### src/rtl/keypad_pkg.sv
// Shared types and constants for the 4x4 keypad scanner.
// Key codes are {row_idx, col_idx} on a standard hex keypad layout.
package keypad_pkg;

    typedef enum logic [1:0] {SCAN, DEBOUNCE, PRESSED} state_t;

    localparam logic [3:0] COLS_RESET = 4'b1110;

    localparam logic [3:0] KEY_1    = 4'b0000;
    localparam logic [3:0] KEY_2    = 4'b0001;
    localparam logic [3:0] KEY_3    = 4'b0010;
    localparam logic [3:0] KEY_A    = 4'b0011;
    localparam logic [3:0] KEY_4    = 4'b0100;
    localparam logic [3:0] KEY_5    = 4'b0101;
    localparam logic [3:0] KEY_6    = 4'b0110;
    localparam logic [3:0] KEY_B    = 4'b0111;
    localparam logic [3:0] KEY_7    = 4'b1000;
    localparam logic [3:0] KEY_8    = 4'b1001;
    localparam logic [3:0] KEY_9    = 4'b1010;
    localparam logic [3:0] KEY_C    = 4'b1011;
    localparam logic [3:0] KEY_STAR = 4'b1100;
    localparam logic [3:0] KEY_0    = 4'b1101;
    localparam logic [3:0] KEY_HASH = 4'b1110;
    localparam logic [3:0] KEY_D    = 4'b1111;

    // True when exactly one row line is pulled low (a single, unambiguous key).
    function automatic logic single_low(input logic [3:0] r);
        int n;
        n = 0;
        for (int i = 0; i < 4; i++)
            if (!r[i]) n++;
        return (n == 1);
    endfunction

    function automatic logic [1:0] low_idx(input logic [3:0] r);
        logic [1:0] idx;
        idx = 2'd0;
        for (int i = 0; i < 4; i++)
            if (!r[i]) idx = 2'(i);
        return idx;
    endfunction

endpackage

### src/rtl/keypad_scanner_if.sv
// Keypad matrix lines plus decoded key outputs.
// master = keypad/consumer side, slave = scanner side.
interface keypad_scanner_if;
    logic [3:0] rows;
    logic [3:0] cols;
    logic [3:0] key_code;
    logic       key_valid;
    logic       key_held;

    modport master (output rows, input cols, key_code, key_valid, key_held);
    modport slave  (input rows, output cols, key_code, key_valid, key_held);
endinterface

### src/rtl/keypad_scanner_scan_tick.sv
// Free-running divider: one-clk tick every SCAN_DIV clocks.
module scan_tick #(
    parameter int SCAN_DIV = 1000
) (
    input  logic clk,
    input  logic rst,
    output logic tick
);
    localparam int W = (SCAN_DIV > 1) ? $clog2(SCAN_DIV) : 1;
    localparam logic [W-1:0] LAST = W'(SCAN_DIV - 1);

    logic [W-1:0] cnt;

    always_ff @(posedge clk) begin
        if (rst)              cnt <= '0;
        else if (cnt == LAST) cnt <= '0;
        else                  cnt <= cnt + 1'b1;
    end

    assign tick = (cnt == LAST);
endmodule

### src/rtl/keypad_scanner.sv
// 4x4 keypad scanner: column drive, row sync, debounce, single-key decode.
// Define KEYPAD_REPEAT_EN to get auto-repeat key_valid pulses while held.
module keypad_scanner
    import keypad_pkg::*;
#(
    parameter int SCAN_DIV       = 1000,
    parameter int DEBOUNCE_TICKS = 4,
    parameter int REPEAT_DELAY   = 50,
    parameter int REPEAT_RATE    = 10
) (
    input  logic             clk,
    input  logic             rst,
    keypad_scanner_if.slave  kp
);
    localparam int DW = (DEBOUNCE_TICKS > 1) ? $clog2(DEBOUNCE_TICKS + 1) : 1;
    localparam logic [DW-1:0] DEB_LAST = DW'(DEBOUNCE_TICKS - 1);

    generate
        if (SCAN_DIV < 4 || DEBOUNCE_TICKS < 1 || REPEAT_DELAY < 1 || REPEAT_RATE < 1) begin : g_bad_param
            $error("keypad_scanner: parameter out of range");
        end
    endgenerate

    logic       tick;
    logic [3:0] r_meta, rs;
    state_t     state;
    logic [3:0] cols_q, row_pat, code_q;
    logic [1:0] col_idx, row_idx;
    logic [DW-1:0] deb_cnt, rel_cnt;
    logic       valid_q, held_q;

`ifdef KEYPAD_REPEAT_EN
    localparam int RMAX = (REPEAT_DELAY > REPEAT_RATE) ? REPEAT_DELAY : REPEAT_RATE;
    localparam int RW   = $clog2(RMAX + 1);
    logic [RW-1:0] rep_cnt;
    logic          rep_first;
`endif

    scan_tick #(.SCAN_DIV(SCAN_DIV)) u_tick (.clk(clk), .rst(rst), .tick(tick));

    // rows are asynchronous to clk; every decision below uses rs only.
    always_ff @(posedge clk) begin
        if (rst) begin
            r_meta <= 4'b1111;
            rs     <= 4'b1111;
        end else begin
            r_meta <= kp.rows;
            rs     <= r_meta;
        end
    end

    always_ff @(posedge clk) begin
        if (rst) begin
            state   <= SCAN;
            cols_q  <= COLS_RESET;
            col_idx <= 2'd0;
            row_idx <= 2'd0;
            row_pat <= 4'b1111;
            deb_cnt <= '0;
            rel_cnt <= '0;
            code_q  <= 4'd0;
            valid_q <= 1'b0;
            held_q  <= 1'b0;
`ifdef KEYPAD_REPEAT_EN
            rep_cnt   <= '0;
            rep_first <= 1'b1;
`endif
        end else begin
            valid_q <= 1'b0;
            if (tick) begin
                case (state)
                    SCAN: begin
                        if (single_low(rs)) begin
                            row_idx <= low_idx(rs);
                            row_pat <= rs;
                            deb_cnt <= '0;
                            state   <= DEBOUNCE;
                        end else begin
                            cols_q  <= {cols_q[2:0], cols_q[3]};
                            col_idx <= col_idx + 2'd1;
                        end
                    end
                    DEBOUNCE: begin
                        // A mismatch retries the same column rather than moving on.
                        if (rs != row_pat) begin
                            state <= SCAN;
                        end else if (deb_cnt == DEB_LAST) begin
                            code_q  <= {row_idx, col_idx};
                            valid_q <= 1'b1;
                            held_q  <= 1'b1;
                            rel_cnt <= '0;
                            state   <= PRESSED;
`ifdef KEYPAD_REPEAT_EN
                            rep_cnt   <= '0;
                            rep_first <= 1'b1;
`endif
                        end else begin
                            deb_cnt <= deb_cnt + 1'b1;
                        end
                    end
                    PRESSED: begin
                        if (rs == 4'b1111) begin
                            if (rel_cnt == DEB_LAST) begin
                                held_q  <= 1'b0;
                                cols_q  <= {cols_q[2:0], cols_q[3]};
                                col_idx <= col_idx + 2'd1;
                                state   <= SCAN;
                            end else begin
                                rel_cnt <= rel_cnt + 1'b1;
                            end
                        end else begin
                            rel_cnt <= '0;
`ifdef KEYPAD_REPEAT_EN
                            // Repeats stop as soon as a release tick has been seen.
                            if (rel_cnt == '0) begin
                                if (rep_cnt == (rep_first ? RW'(REPEAT_DELAY - 1)
                                                          : RW'(REPEAT_RATE - 1))) begin
                                    valid_q   <= 1'b1;
                                    rep_cnt   <= '0;
                                    rep_first <= 1'b0;
                                end else begin
                                    rep_cnt <= rep_cnt + 1'b1;
                                end
                            end
`endif
                        end
                    end
                    default: state <= SCAN;
                endcase
            end
        end
    end

    assign kp.cols      = cols_q;
    assign kp.key_code  = code_q;
    assign kp.key_valid = valid_q;
    assign kp.key_held  = held_q;
endmodule

### src/flat_wrapper.sv
// flat-port wrapper written by rule: the top's interface ports become plain ports
module keypad_scanner_flat import keypad_pkg::*;
#(
    parameter int SCAN_DIV       = 1000,
    parameter int DEBOUNCE_TICKS = 4,
    parameter int REPEAT_DELAY   = 50,
    parameter int REPEAT_RATE    = 10
)
  (clk, rst, kp_rows, kp_cols, kp_key_code, kp_key_valid, kp_key_held);
  keypad_scanner_if kp_i ();
  input  logic clk;
  input  logic rst;
  input wire logic [$bits(kp_i.rows)-1:0] kp_rows;
  output wire logic [$bits(kp_i.cols)-1:0] kp_cols;
  output wire logic [$bits(kp_i.key_code)-1:0] kp_key_code;
  output wire logic [$bits(kp_i.key_valid)-1:0] kp_key_valid;
  output wire logic [$bits(kp_i.key_held)-1:0] kp_key_held;
  assign kp_i.rows = kp_rows;
  assign kp_cols = kp_i.cols;
  assign kp_key_code = kp_i.key_code;
  assign kp_key_valid = kp_i.key_valid;
  assign kp_key_held = kp_i.key_held;
  keypad_scanner #(.SCAN_DIV(SCAN_DIV), .DEBOUNCE_TICKS(DEBOUNCE_TICKS), .REPEAT_DELAY(REPEAT_DELAY), .REPEAT_RATE(REPEAT_RATE)) u_core (.clk(clk), .rst(rst), .kp(kp_i));
endmodule
### config.mk
export PLATFORM = sky130hd
export DESIGN_NAME = keypad_scanner_flat
export DESIGN_NICKNAME = d
export VERILOG_FILES = /design/src/rtl/keypad_pkg.sv /design/src/rtl/keypad_scanner_if.sv /design/src/rtl/keypad_scanner_scan_tick.sv /design/src/rtl/keypad_scanner.sv /design/src/flat_wrapper.sv
export SDC_FILE = /design/constraint.sdc
export NUM_CORES = 1
export LEC_CHECK = 0
export CORE_ASPECT_RATIO = 0.75
export CORE_MARGIN = 10
export CORE_UTILIZATION = 35
export CTS_CLUSTER_DIAMETER = 200
export DETAILED_ROUTE_END_ITERATION = 12
export PLACE_DENSITY_LB_ADDON = 0.2
export SLEW_MARGIN = 40
export SYNTH_ARGS = -nofsm -noshare
export SYNTH_HDL_FRONTEND = slang
export SYNTH_HIERARCHICAL = 1
export SYNTH_SLANG_ARGS = --single-unit
export TNS_END_PERCENT = 10
### constraint.sdc
create_clock -name clk -period 2.6 [get_ports clk]
set_input_delay 0.65 -clock clk [delete_from_list [all_inputs] [get_ports clk]]
set_output_delay 0.65 -clock clk [all_outputs]
set_load 0.01 [all_outputs]
# Word level (Yosys, flattened, before mapping)
# Index checks and enable logic that the tools add are counted.
# totals
regBits	44
word_cells	101
# op_classes
bitwise	3
add_sub_neg	7
n_eq_ne	17
reduce_logical	13
n_mux	48
# ops
op	count
32-bit 2-to-1 mux	15
32-bit by 2-bit adder with 32-bit output, second input constant	3
32-bit by 2-bit == test with 1-bit output, second input constant	1
3-bit 2-to-1 mux	7
2-bit 2-to-1 mux	10
5-bit AND reduction	4
4-bit 2-to-1 mux	3
3-bit one-hot mux with 2 select lines	2
10-bit by 1-bit adder with 10-bit output, second input constant	1
10-bit == test, second input constant	1
2-bit by 1-bit inequality test with 1-bit output, second input constant	4
4-bit one-hot mux with 2 select lines	1
1-bit 2-to-1 mux	7
3-bit by 1-bit adder with 3-bit output, second input constant	2
3-bit by 2-bit == test with 1-bit output, second input constant	2
2-bit inequality test, second input constant	3
2-bit one-hot mux with 3 select lines	1
6-bit AND reduction	1
2-bit nonzero test	3
4-bit == test, second input constant	1
4-bit inequality test	1
2-bit one-hot mux with 2 select lines	1
4-bit AND reduction	1
4-bit OR reduction	1
other kinds (10)	12

# Depth between registers and ports, before layout
# depth
depth_word	22
depth_mapped	11
ltp_nobuf	9

# Modules after synthesis
# The synthesis kept the hierarchy.
# by_module_without_submodules
mod	area_each_um2	cells_per_inst	seq_area_each_um2	n_inst
keypad_scanner	1667.8	177	680.7	1
scan_tick	513.0	56	200.2	1

# Worst setup path after synthesis
# OpenSTA, ideal clock, no wires.
# synth_timing
path_kind	reg-to-reg
start	reg u_core.rs[0]
end	reg u_core.col_idx[1]
arrival_ns	2.485
path_stages_with_launch	10
n_path_buf	1
slack_ns	-0.008
setup_time_ns	0.123
cell_sequence	dfxtp_1 inv_1 ha_1 xnor2_1 ha_1 nor4b_1 or4_4 buf_6 a311oi_1 mux2_1
# synth_between
elab_chain_cells	22
# synth_lines
element	line_no	rtl
from (decl)	keypad_scanner.sv:25	logic [3:0] r_meta, rs;
from (signal assigned)	keypad_scanner.sv:48	rs <= r_meta;
1-bit 2-to-1 mux	keypad_pkg.sv:31	if (!r[i]) n++;
32-bit 2-to-1 mux	keypad_scanner.sv:71	case (state)
32-bit 2-to-1 mux	keypad_scanner.sv:70	if (tick) begin
32-bit 2-to-1 mux	keypad_scanner.sv:53	if (rst) begin
32-bit by 2-bit adder with 32-bit output	keypad_pkg.sv:31	
32-bit 2-to-1 mux	keypad_pkg.sv:31	
32-bit 2-to-1 mux	keypad_scanner.sv:71	
32-bit 2-to-1 mux	keypad_scanner.sv:70	
[6 not listed]	--	
32-bit by 2-bit adder with 32-bit output	keypad_pkg.sv:31	
32-bit 2-to-1 mux	keypad_pkg.sv:31	
32-bit 2-to-1 mux	keypad_scanner.sv:71	
32-bit 2-to-1 mux	keypad_scanner.sv:70	
32-bit 2-to-1 mux	keypad_scanner.sv:53	
32-bit by 2-bit == test with 1-bit output	keypad_pkg.sv:32	return (n == 1);
2-bit inequality test (no source line)	--	
5-bit AND reduction (no source line) *	--	
to (signal assigned)	keypad_scanner.sv:80	col_idx <= col_idx + 2'd1;
to (signal assigned)	keypad_scanner.sv:106	col_idx <= col_idx + 2'd1;
to (decl)	keypad_scanner.sv:28	logic [1:0] col_idx, row_idx;
# Every way passes the cells marked *; elsewhere a longest branch is shown, timed or not. The select of a mux whose other input is x is not followed.
# A chain may end at the register's enable or synchronous reset.

# Final worst setup path
# layout_timing
start	reg u_core.rs[1]
end	reg u_core.col_idx[1]
# layout_between
elab_chain_cells	17
# layout_lines
element	line_no
32-bit 2-to-1 mux	keypad_pkg.sv:31
32-bit 2-to-1 mux	keypad_scanner.sv:71
32-bit 2-to-1 mux	keypad_scanner.sv:70
32-bit 2-to-1 mux	keypad_scanner.sv:53
32-bit by 2-bit adder with 32-bit output	keypad_pkg.sv:31
32-bit 2-to-1 mux	keypad_pkg.sv:31
32-bit 2-to-1 mux	keypad_scanner.sv:71
32-bit 2-to-1 mux	keypad_scanner.sv:70
32-bit 2-to-1 mux	keypad_scanner.sv:53
32-bit by 2-bit adder with 32-bit output	keypad_pkg.sv:31
32-bit 2-to-1 mux	keypad_pkg.sv:31
32-bit 2-to-1 mux	keypad_scanner.sv:71
32-bit 2-to-1 mux	keypad_scanner.sv:70
32-bit 2-to-1 mux	keypad_scanner.sv:53
32-bit by 2-bit == test with 1-bit output	keypad_pkg.sv:32
2-bit inequality test (no source line)	--
5-bit AND reduction (no source line) *	--
# Marks and branches as above.

==> impl_metrics.json <==
{
  "die_w_um": 111,
  "drc": 0,
  "clkTransAtPathRegs_ps": 80,
  "synth_ff_type": "dfxtp_1",
  "power_density_nw_per_um2": 472,
  "worstSetupPathType": "reg2reg",
  "critPathMaxFanout": 6,
  "leakage_uw": 0.000908,
  "track_usage_pct": 8.80,
  "drt_iter0_drc": 110,
  "hold-path-cell-count": 1,
  "worstSetupEndpointType": "register",
  "finalMaxSlewViolations": 0,
  "numClockSinks": 44,
  "viasPerCell": 5.05,
  "worst_setup_path_start_kind": "register",
  "portBuffers": 15,
  "rsz0062_at_grt": "no",
  "nets": 266,
  "overflow": 0,
  "antenna_left": 0,
  "top_layer": "met4",
  "cts_root_buffer": "clkbuf_8",
  "coreArea_um2": 5920,
  "cts_hold_buffers": 0,
  "cts_tree": "yes",
  "numCtsBuffers": 5,
  "setup_viol": 0,
  "fin_crit_sh_pct": 94.7,
  "nFillCells": 595,
  "rrSetupSlack_ps": 140,
  "grt_antenna_before_repair": 0,
  "crit_arrival_ps": 2640,
  "netlist_area_um2": 2180,
  "ios": 16,
  "synth-edff-count": 0,
  "tightest_slew_ps": 537,
  "r2r-start": "u_core/rs[1]",
  "post_route_cells_drive_above_1_share_pct": 16.7,
  "synthCells": 233,
  "dr_wl_met2_um": 1630,
  "setup-tns-final_ps": 0,
  "synth_warnings": 6,
  "syn_nets": 248,
  "met3_length_um": 199,
  "setup_ws_ps": 137,
  "hold_path_class": "reg2reg",
  "vdd_drop_max_uv": 203,
  "cts_max_level": 2,
  "min_from": "u_core/r_meta[0]",
  "wl_per_cell_um": 12.7,
  "rr_worst_depth": 8,
  "max_clock_freq_mhz": 406,
  "die_y_um": 88.4,
  "layout_min_cycle_time_ps": 2460,
  "synth_cell_types": 51,
  "clock_skew_ps": 8.62,
  "grt_max_degree": 31,
  "reg2reg_to": "u_core/col_idx[1]",
  "num_rows": 24,
  "syn_area_per_cell_um2": 9.36,
  "maxCapViolCount": 0,
  "grt_pass1_vias": 1566,
  "startpoint": "u_core/rs[1]",
  "synth_seq_cells": 44,
  "place.gp.congestion": 0.750,
  "pre_cts_ws_ps": 100,
  "dp_hpwl_um": 2990,
  "crit_required_ps": 2780,
  "clkLatencyLatePin_ps": 290,
  "max-clock-path-buffers": 2,
  "diodes": 0,
  "start_util_pct": 36.9,
  "status": "finished clean",
  "dieArea_um2": 9820,
  "dr_total_vias": 1661,
  "async_reset_ff_share_pct": 0,
  "whs_endpoint": "u_core/rs[0]",
  "met1Wirelength_um": 2280,
  "hold_viol_final": 0,
  "grt_pass1_wl_um": 7310,
  "syn2layout_area_growth_pct": 15.0,
  "relSlewSlack_pct": 63.8,
  "yosysSeqAreaShare_pct": 40.4,
  "postRouteWirelength_um": 4170,
  "firstDrtPassIters": 4
}
==> cell type report <==
class | instances | area [µm²] | share of cell area [%]
Timing Repair Buffer | 23 | 205 | 8.18
Sequential cell | 44 | 881 | 35.1
Tap cell | 78 | 97.6 | 3.89
Clock inverter | 2 | 12.5 | 0.499
Inverter | 11 | 41.3 | 1.65
Clock buffer | 5 | 68.8 | 2.74
Multi-Input combinational cell | 166 | 1200 | 47.9
==> logic make-up (layout without fill, tap and decap cells) <==
| family | count (synthesis) | in the layout | synth area share, % |
|---|---|---|---|
| flip-flops | 44 | 44 | 40.4 |
| multiplexers | 13 | 13 | 6.20 |
| adder cells (fa/ha/maj) | 9 | 9 | 5.16 |
| XOR/XNOR | 9 | 9 | 3.96 |
| buffers and inverters | 23 | 41 | 5.45 |
| AND/OR/NAND/NOR | 94 | 94 | 25.0 |
| AO/OA/AOI/OAI | 41 | 41 | 13.9 |
==> layer usage <==
| layer | up-vias | track usage, % |
|---|---|---|
| li1 | 864 | - |
| met1 | 771 | 11.5 |
| met2 | 21 | 12.9 |
| met3 | 5 | 3.25 |
| met4 | 0 | 3.49 |
| met5 | - | 0 |
==> report_power, final <==
group          total, µW  internal (µW)  switching [µW]
registers            696            685            11.1
logic               83.6           39.1            44.6
clock network        405            182             223
total               1180            906             279
==> how the worst max path moves through the flow <==
stage	end	slack, ps	depth (start not counted)
floorplan	u_core/col_idx[1]	80	9
global placement	u_core/col_idx[1]	120	8
detailed placement	u_core/col_idx[1]	100	8
CTS	u_core/col_idx[1]	80	8
global route	u_core/col_idx[1]	1	8
finish	u_core/col_idx[1]	140	8
==> cell usage after synthesis (all sizes together) (5+ instances only) <==
master | n | area (µm²)
dfxtp | 44 | 881
nor2 | 26 | 97.6
nand3 | 12 | 60.1
a21oi | 11 | 55.1
inv | 11 | 41.3
o21ai | 10 | 50.1
ha | 9 | 113
mux2i | 9 | 90.1
or2 | 8 | 50.1
xnor2 | 8 | 77.6
nand2b | 7 | 43.8
nor2b | 7 | 43.8
buf | 6 | 55.1
clkbuf | 6 | 22.5
nand4 | 6 | 37.5
and4 | 5 | 46.3
nand2 | 5 | 18.8
==> what timing repair did <==
action / CTS / global route
gates resized for setup: 0 / 2
hold endpoints to repair: 0 / 0
setup buffers: 0 / 1
endpoints found under the setup margin: 0 / 1
==> critical path: stages, from the launching register on <==
cell and delay [ps]:
dfxtp_1 340, inv_1 80, ha_4 240, xnor2_1 120, ha_1 300, nor4b_1 50
or4_4 580, a311oi_2 280, mux2_1 340
==> placed cells by master, fill, tap and decap left out, types with 4 or more instances in the layout <==
cell,instances
a21oi_1,11
and4_1,4
buf_4,8
clkbuf_8,5
clkdlybuf4s50_1,14
dfxtp_1,44
ha_1,7
inv_1,11
mux2i_1,9
nand2_1,5
nand2b_1,7
nand3_1,12
nand4_1,6
nor2_1,26
nor2b_1,7
o21ai_0,10
or2_2,8
xnor2_1,7
==> registers in the layout, indices dropped and copies added (netlist names) <==
signal,cells
u_core/col_idx,2
u_core/deb_cnt,3
u_core/kp.cols,4
u_core/kp.key_code,4
u_core/kp.key_held,1
u_core/kp.key_valid,1
u_core/r_meta,4
u_core/rel_cnt,3
u_core/row_idx,2
u_core/row_pat,4
u_core/rs,4
u_core/state,2
u_core/u_tick/cnt,10
==> through the flow <==
stage          instance area [µm²]  utilization [%]  cells  hold WS (ps)  total power, µW
2_1_floorplan                 2190                -    233           389              772
3_3_place_gp                  2410             40.8    321           395              791
3_5_place_dp                  2410             40.8    321           394              793
4_1_cts                       2490             42.1    328           415             1210
5_1_grt                       2510             42.4    329           431             1250
6_report                      2510             42.4    329           412             1180
Power figures use the tool's default switching activity.
